### config.mk
export PLATFORM = sky130hd
export DESIGN_NAME = mux8way16_rr_arbiter
export DESIGN_NICKNAME = d
export VERILOG_FILES = /design/src/rtl/mux8way16_rr_arbiter.sv
export SDC_FILE = /design/constraint.sdc
export NUM_CORES = 1
export LEC_CHECK = 0
export BUFFER_PORTS_ARGS = -buffer_cell sky130_fd_sc_hd__buf_2
export CORE_UTILIZATION = 50
export DETAILED_ROUTE_END_ITERATION = 6
export PLACE_DENSITY = 0.92
export SETUP_SLACK_MARGIN = 0.4
export SYNTH_ARGS = -nofsm -noshare
export SYNTH_HDL_FRONTEND = slang
export SYNTH_SLANG_ARGS = --single-unit
### constraint.sdc
create_clock -name clk -period 7.68 [get_ports clk]
set_clock_uncertainty 0.15 [all_clocks]
set_input_delay 0.768 -clock clk [delete_from_list [all_inputs] [get_ports clk]]
set_output_delay 0.768 -clock clk [all_outputs]
set_load 0.02 [all_outputs]
### src/rtl/mux8way16_rr_arbiter.sv
// Round-robin arbiter that shares one Mux8Way16 datapath among 8 sources behind a valid/ready sink.
// Optional macro RR_ARB_LOCK_EN adds lock[7:0] so a locked grant can stay with its source (burst).
`timescale 1ns/1ps

module mux8way16 (
    input  logic [127:0] in_data_i,
    input  logic [2:0]   sel_i,
    output logic [15:0]  out_o
);
    // NOTE: assigning a default before the case means no path leaves out_o unassigned, so no latch.
    always_comb begin
        out_o = 16'h0000;
        case (sel_i)
            3'd0: out_o = in_data_i[15:0];
            3'd1: out_o = in_data_i[31:16];
            3'd2: out_o = in_data_i[47:32];
            3'd3: out_o = in_data_i[63:48];
            3'd4: out_o = in_data_i[79:64];
            3'd5: out_o = in_data_i[95:80];
            3'd6: out_o = in_data_i[111:96];
            3'd7: out_o = in_data_i[127:112];
            default: out_o = 16'h0000;
        endcase
    end
endmodule

module mux8way16_rr_arbiter (
    input  logic         clk,
    input  logic         reset,
    input  logic [7:0]   req,
    input  logic [127:0] in_data,
`ifdef RR_ARB_LOCK_EN
    input  logic [7:0]   lock,
`endif
    output logic         out_valid,
    input  logic         out_ready,
    output logic [15:0]  out_data,
    output logic [2:0]   out_src,
    output logic [7:0]   ack
);
    typedef enum logic {
        IDLE  = 1'b0,
        GRANT = 1'b1
    } state_e;

    typedef struct packed {
        logic       found;
        logic [2:0] idx;
    } pick_t;

    // Search ptr+1 .. ptr+7, then ptr; walking from farthest to nearest lets the nearest hit win.
    function automatic pick_t rr_pick(input logic [7:0] cand, input logic [2:0] ptr);
        pick_t      res;
        logic [2:0] idx;
        res = '0;
        for (int k = 8; k >= 1; k--) begin
            idx = ptr + 3'(k);
            if (cand[idx]) begin
                res.found = 1'b1;
                res.idx   = idx;
            end
        end
        return res;
    endfunction

    state_e     state_q, state_d;
    logic [2:0] sel_q, sel_d;
    logic [2:0] ptr_q, ptr_d;
    logic [7:0] ack_q, ack_d;

    logic [7:0] sel_onehot;
    logic       keep_grant;
    pick_t      pick_idle;
    pick_t      pick_next;

    assign sel_onehot = 8'(1) << sel_q;
    assign pick_idle  = rr_pick(req, ptr_q);
    assign pick_next  = rr_pick(req & ~sel_onehot, ptr_q);

`ifdef RR_ARB_LOCK_EN
    assign keep_grant = lock[sel_q] & req[sel_q];
`else
    assign keep_grant = 1'b0;
`endif

    always_comb begin
        state_d = state_q;
        sel_d   = sel_q;
        ptr_d   = ptr_q;
        ack_d   = 8'h00;
        case (state_q)
            IDLE: begin
                if (pick_idle.found) begin
                    sel_d   = pick_idle.idx;
                    ptr_d   = pick_idle.idx;
                    state_d = GRANT;
                end
            end
            GRANT: begin
                if (out_ready) begin
                    ack_d = sel_onehot;
                    if (keep_grant) begin
                        state_d = GRANT;
                    end else if (pick_next.found) begin
                        sel_d = pick_next.idx;
                        ptr_d = pick_next.idx;
                    end else begin
                        state_d = IDLE;
                    end
                end
            end
            default: state_d = IDLE;
        endcase
    end

    // NOTE: state registers use non-blocking assignments so every flop samples pre-edge values.
    always_ff @(posedge clk) begin
        if (reset) begin
            state_q <= IDLE;
            sel_q   <= 3'd0;
            ptr_q   <= 3'd7;
            ack_q   <= 8'h00;
        end else begin
            state_q <= state_d;
            sel_q   <= sel_d;
            ptr_q   <= ptr_d;
            ack_q   <= ack_d;
        end
    end

    assign out_valid = (state_q == GRANT);
    assign out_src   = sel_q;
    // A pending ack is suppressed in any cycle where reset is high.
    assign ack       = reset ? 8'h00 : ack_q;

    mux8way16 u_mux (
        .in_data_i (in_data),
        .sel_i     (sel_q),
        .out_o     (out_data)
    );
endmodule

==> results.txt <==
peak supply drop = 423.0 uV
CP bufs+invs = 2
Seq pwr share = 5.6%
mapped cell area = 3184 um2
IO Pins = 167
syn_area_per_cell = 7.337 um2
yosys warns = 0
Final nets = 719
H-tree levels = 1
DRT Wirelength = 11.61 mm
Antenna diodes = 0
FILL cells = 539
worst path required time = 7.67 ns
Tot Pwr = 1804 uW
Final Wtd Congestion = 0.9894
CP Class = reg2reg
Worst setup EP type = flip-flop
worst stage delay on the critical path = 0.85 ns
largest net degree at the start of global routing = 54
P_sw = 1029 uW
Die Footprint = 6692 um2
DP HPWL = 8.860 mm
via count = 4097
CTS tree = done
Netlist cell types = 55
area share of the leading cell type in the synthesized netlist = 13.44%
FFs w/ async S/R, synth = 0%
combinational fraction of design power = 90.9%
worst slew pin tran = 0.9131 ns
fin crit share = 55.44%
Final Hold Viols = 0
multi-input logic area = 2678 um2
Initial Utilization = 52.84%
first-pass GRT wire length = 17.51 mm
Post-CTS Hold Fix Bufs = 0
Die Ht = 81.81 um
clock sink total = 15
CP max-delay cell = ha_1
Static Leakage = 0.001901 uW
critical path depth = 10
Post-DRT Antenna Nets = 0
vias per cell = 6.284
port bufs = 166
pwr/cell area = 442.8 nW/um2
core area = 6026 um2
Yosys reg bits = 15
DRC = 0
Setup TNS = 0 ns
layout cells sized above 1 = 38.13%
Gate Count Post-Synth = 434
Pre-Repair DR Iteration Count = 5
hold-critical path depth = 2
GRT Total Usage = 33.89%
Startpoint Class = flip-flop
Arrival @ worst endpoint = 4.25 ns
setup violators final = 0
worst-skew pair later-pin latency = 0.25 ns
Die X-Extent = 81.81 um
register area = 304.0 um2
status = finished clean
number of synthesized flops with an enable pin = 0
Syn Nets = 575
Site Rows = 28
switch share = 57.05%
CP max FO = 29
Min-Delay Path Class = reg2reg
worst rel slew slack = 38.84%
TritonCTS Buffers = 3
grt total ovfl = 0
Int Power = 775.0 uW
crit path cell chain = buf_4, inv_1, ha_1, mux4_2, or2_1, or4_1, mux2_2, o31a_1, or2_0, a21o_1
vias in the first global route = 3584
drt wl/cell = 17.80 um
initial antenna violation count = 0
drt first-iter violations = 490
Tmin final = 4.257 ns
Setup Buffers After CTS = 0
RSZ-0062 raised after global routing = no
dominant cell type by area after synthesis = mux4_2
max frequency = 0.2349 GHz
register area share after synthesis = 9.430%
Slew Limit Fails = 0
deepest clock path buffer count = 2
CTS root buffer = clkbuf_8
max-cap viol count = 0
Clock Power Share = 3.5%
top post-synthesis cells by area = mux4_2 (13%), mux2i_1 (11%), dfxtp_1 (9.4%), nor2_1 (8.0%), mux2_2 (6.4%)
Resize count post-CTS = 0
CTS clock-pin slew for the worst setup and hold paths = 0.06 ns
area grow syn2layout = 27.98%
critical path's top delay family = simple AND/OR/NAND/NOR gates
Main synth FF type = dfxtp_1
FF-to-FF path depth = 10
-- power by group through the flow --
stage	logic [uW]	registers [uW]	clock network [uW]
after floorplan	1220	118	0
after CTS	1610	101	63.4
after detailed placement	1600	103	0
final	1640	101	63.3
after global placement	1580	102	0
after global routing	1770	103	66.4
-- flip-flops by register name, indices dropped and copies added (netlist names) --
register,cells
ack_q,8
out_src,3
ptr_q,3
out_valid,1
-- cell families after synthesis --
kind of cell	synth area share, %
and+or+nand+nor	22.16
AOI/OAI and AO/OA	28.76
muxes	30.49
buffers and inverters	6.483
DFF	9.430
xor gates and xnor gates	1.886
adders and majority gates	0.7857
-- worst paths after layout --
check	to	from	slack (ns)
worst min register to register	ack_q[0]	out_valid	0.58
worst min-delay path	ack_q[0]	out_valid	0.58
worst max-delay path	ptr_q[2]	ptr_q[1]	3.42
worst max register to register	ptr_q[2]	ptr_q[1]	3.42
-- cell type report --
class / count / area share [%]
multi-input cells: 367 / 65.70
flip-flops and latches: 15 / 7.461
repair buffers: 174 / 21.86
inverters: 17 / 1.566
clock buffers: 4 / 1.105
well taps: 75 / 2.303
-- synth_stat cells, types with 2 or more instances --
| master | instances |
|---|---|
| o21ai_0 | 21 |
| nor3_1 | 7 |
| mux2_2 | 18 |
| dfxtp_1 | 15 |
| o22ai_1 | 6 |
| o31a_1 | 2 |
| ha_1 | 2 |
| a22oi_1 | 5 |
| nand2b_1 | 9 |
| mux2i_1 | 34 |
| inv_1 | 16 |
| nand2_1 | 31 |
| or3_1 | 3 |
| o2111ai_1 | 2 |
| xnor2_1 | 2 |
| nand3b_1 | 4 |
| xor2_1 | 3 |
| a211oi_1 | 15 |
| buf_2 | 3 |
| and3_1 | 3 |
| buf_1 | 5 |
| nor2_1 | 68 |
| a221oi_1 | 12 |
| nand3_1 | 6 |
| nand4_1 | 4 |
| and2_1 | 2 |
| or4_1 | 2 |
| mux4_2 | 19 |
| o21a_1 | 2 |
| a21o_1 | 4 |
| o22a_1 | 3 |
| nor2b_1 | 11 |
| clkbuf_1 | 26 |
| o211ai_1 | 7 |
| a22o_1 | 6 |
| a31oi_1 | 7 |
| a21oi_1 | 31 |
-- cell usage in the layout, fill, tap and decap left out, types with 15 or more instances in the layout --
master      n
a211oi_1   15
a21oi_1    31
buf_2     166
inv_1      16
mux2_2     18
mux2i_1    34
mux4_2     19
nand2_1    31
nor2_1     68
o21ai_0    21
-- per-stage QoR --
| stage | hold WS, ns | area, um2 | util (%) | instances | setup slack (ns) |
|---|---|---|---|---|---|
| after floorplan | 0.6303 | 3184 | - | 434 | 3.676 |
| after global placement | 0.5530 | 4030 | 66.88 | 648 | 3.578 |
| after global routing | 0.6255 | 4075 | 67.63 | 652 | 3.216 |
| after CTS | 0.5720 | 4075 | 67.63 | 652 | 3.461 |
| after detailed placement | 0.5646 | 4030 | 66.88 | 648 | 3.483 |
| final | 0.5773 | 4075 | 67.63 | 652 | 3.423 |
-- worst min-delay path, delay by kind of cell, from the launching register on --
| kind | cells | cell delay, ns |
|---|---|---|
| flops | 1 | 0.49 |
| simple gates | 2 | 0.19 |
-- per-layer routing --
| layer | wire (um) | track usage [%] | up-vias |
|---|---|---|---|
| met3 | 963 | 3.556 | 30 |
| met4 | 377 | 12.46 | 0 |
| met1 | 4461 | 44.42 | 1885 |
| li1 | - | - | 1922 |
| met5 | 0 | 0 | - |
| met2 | 5803 | 57.02 | 260 |
Note: power is estimated with default switching activity, not from simulation.
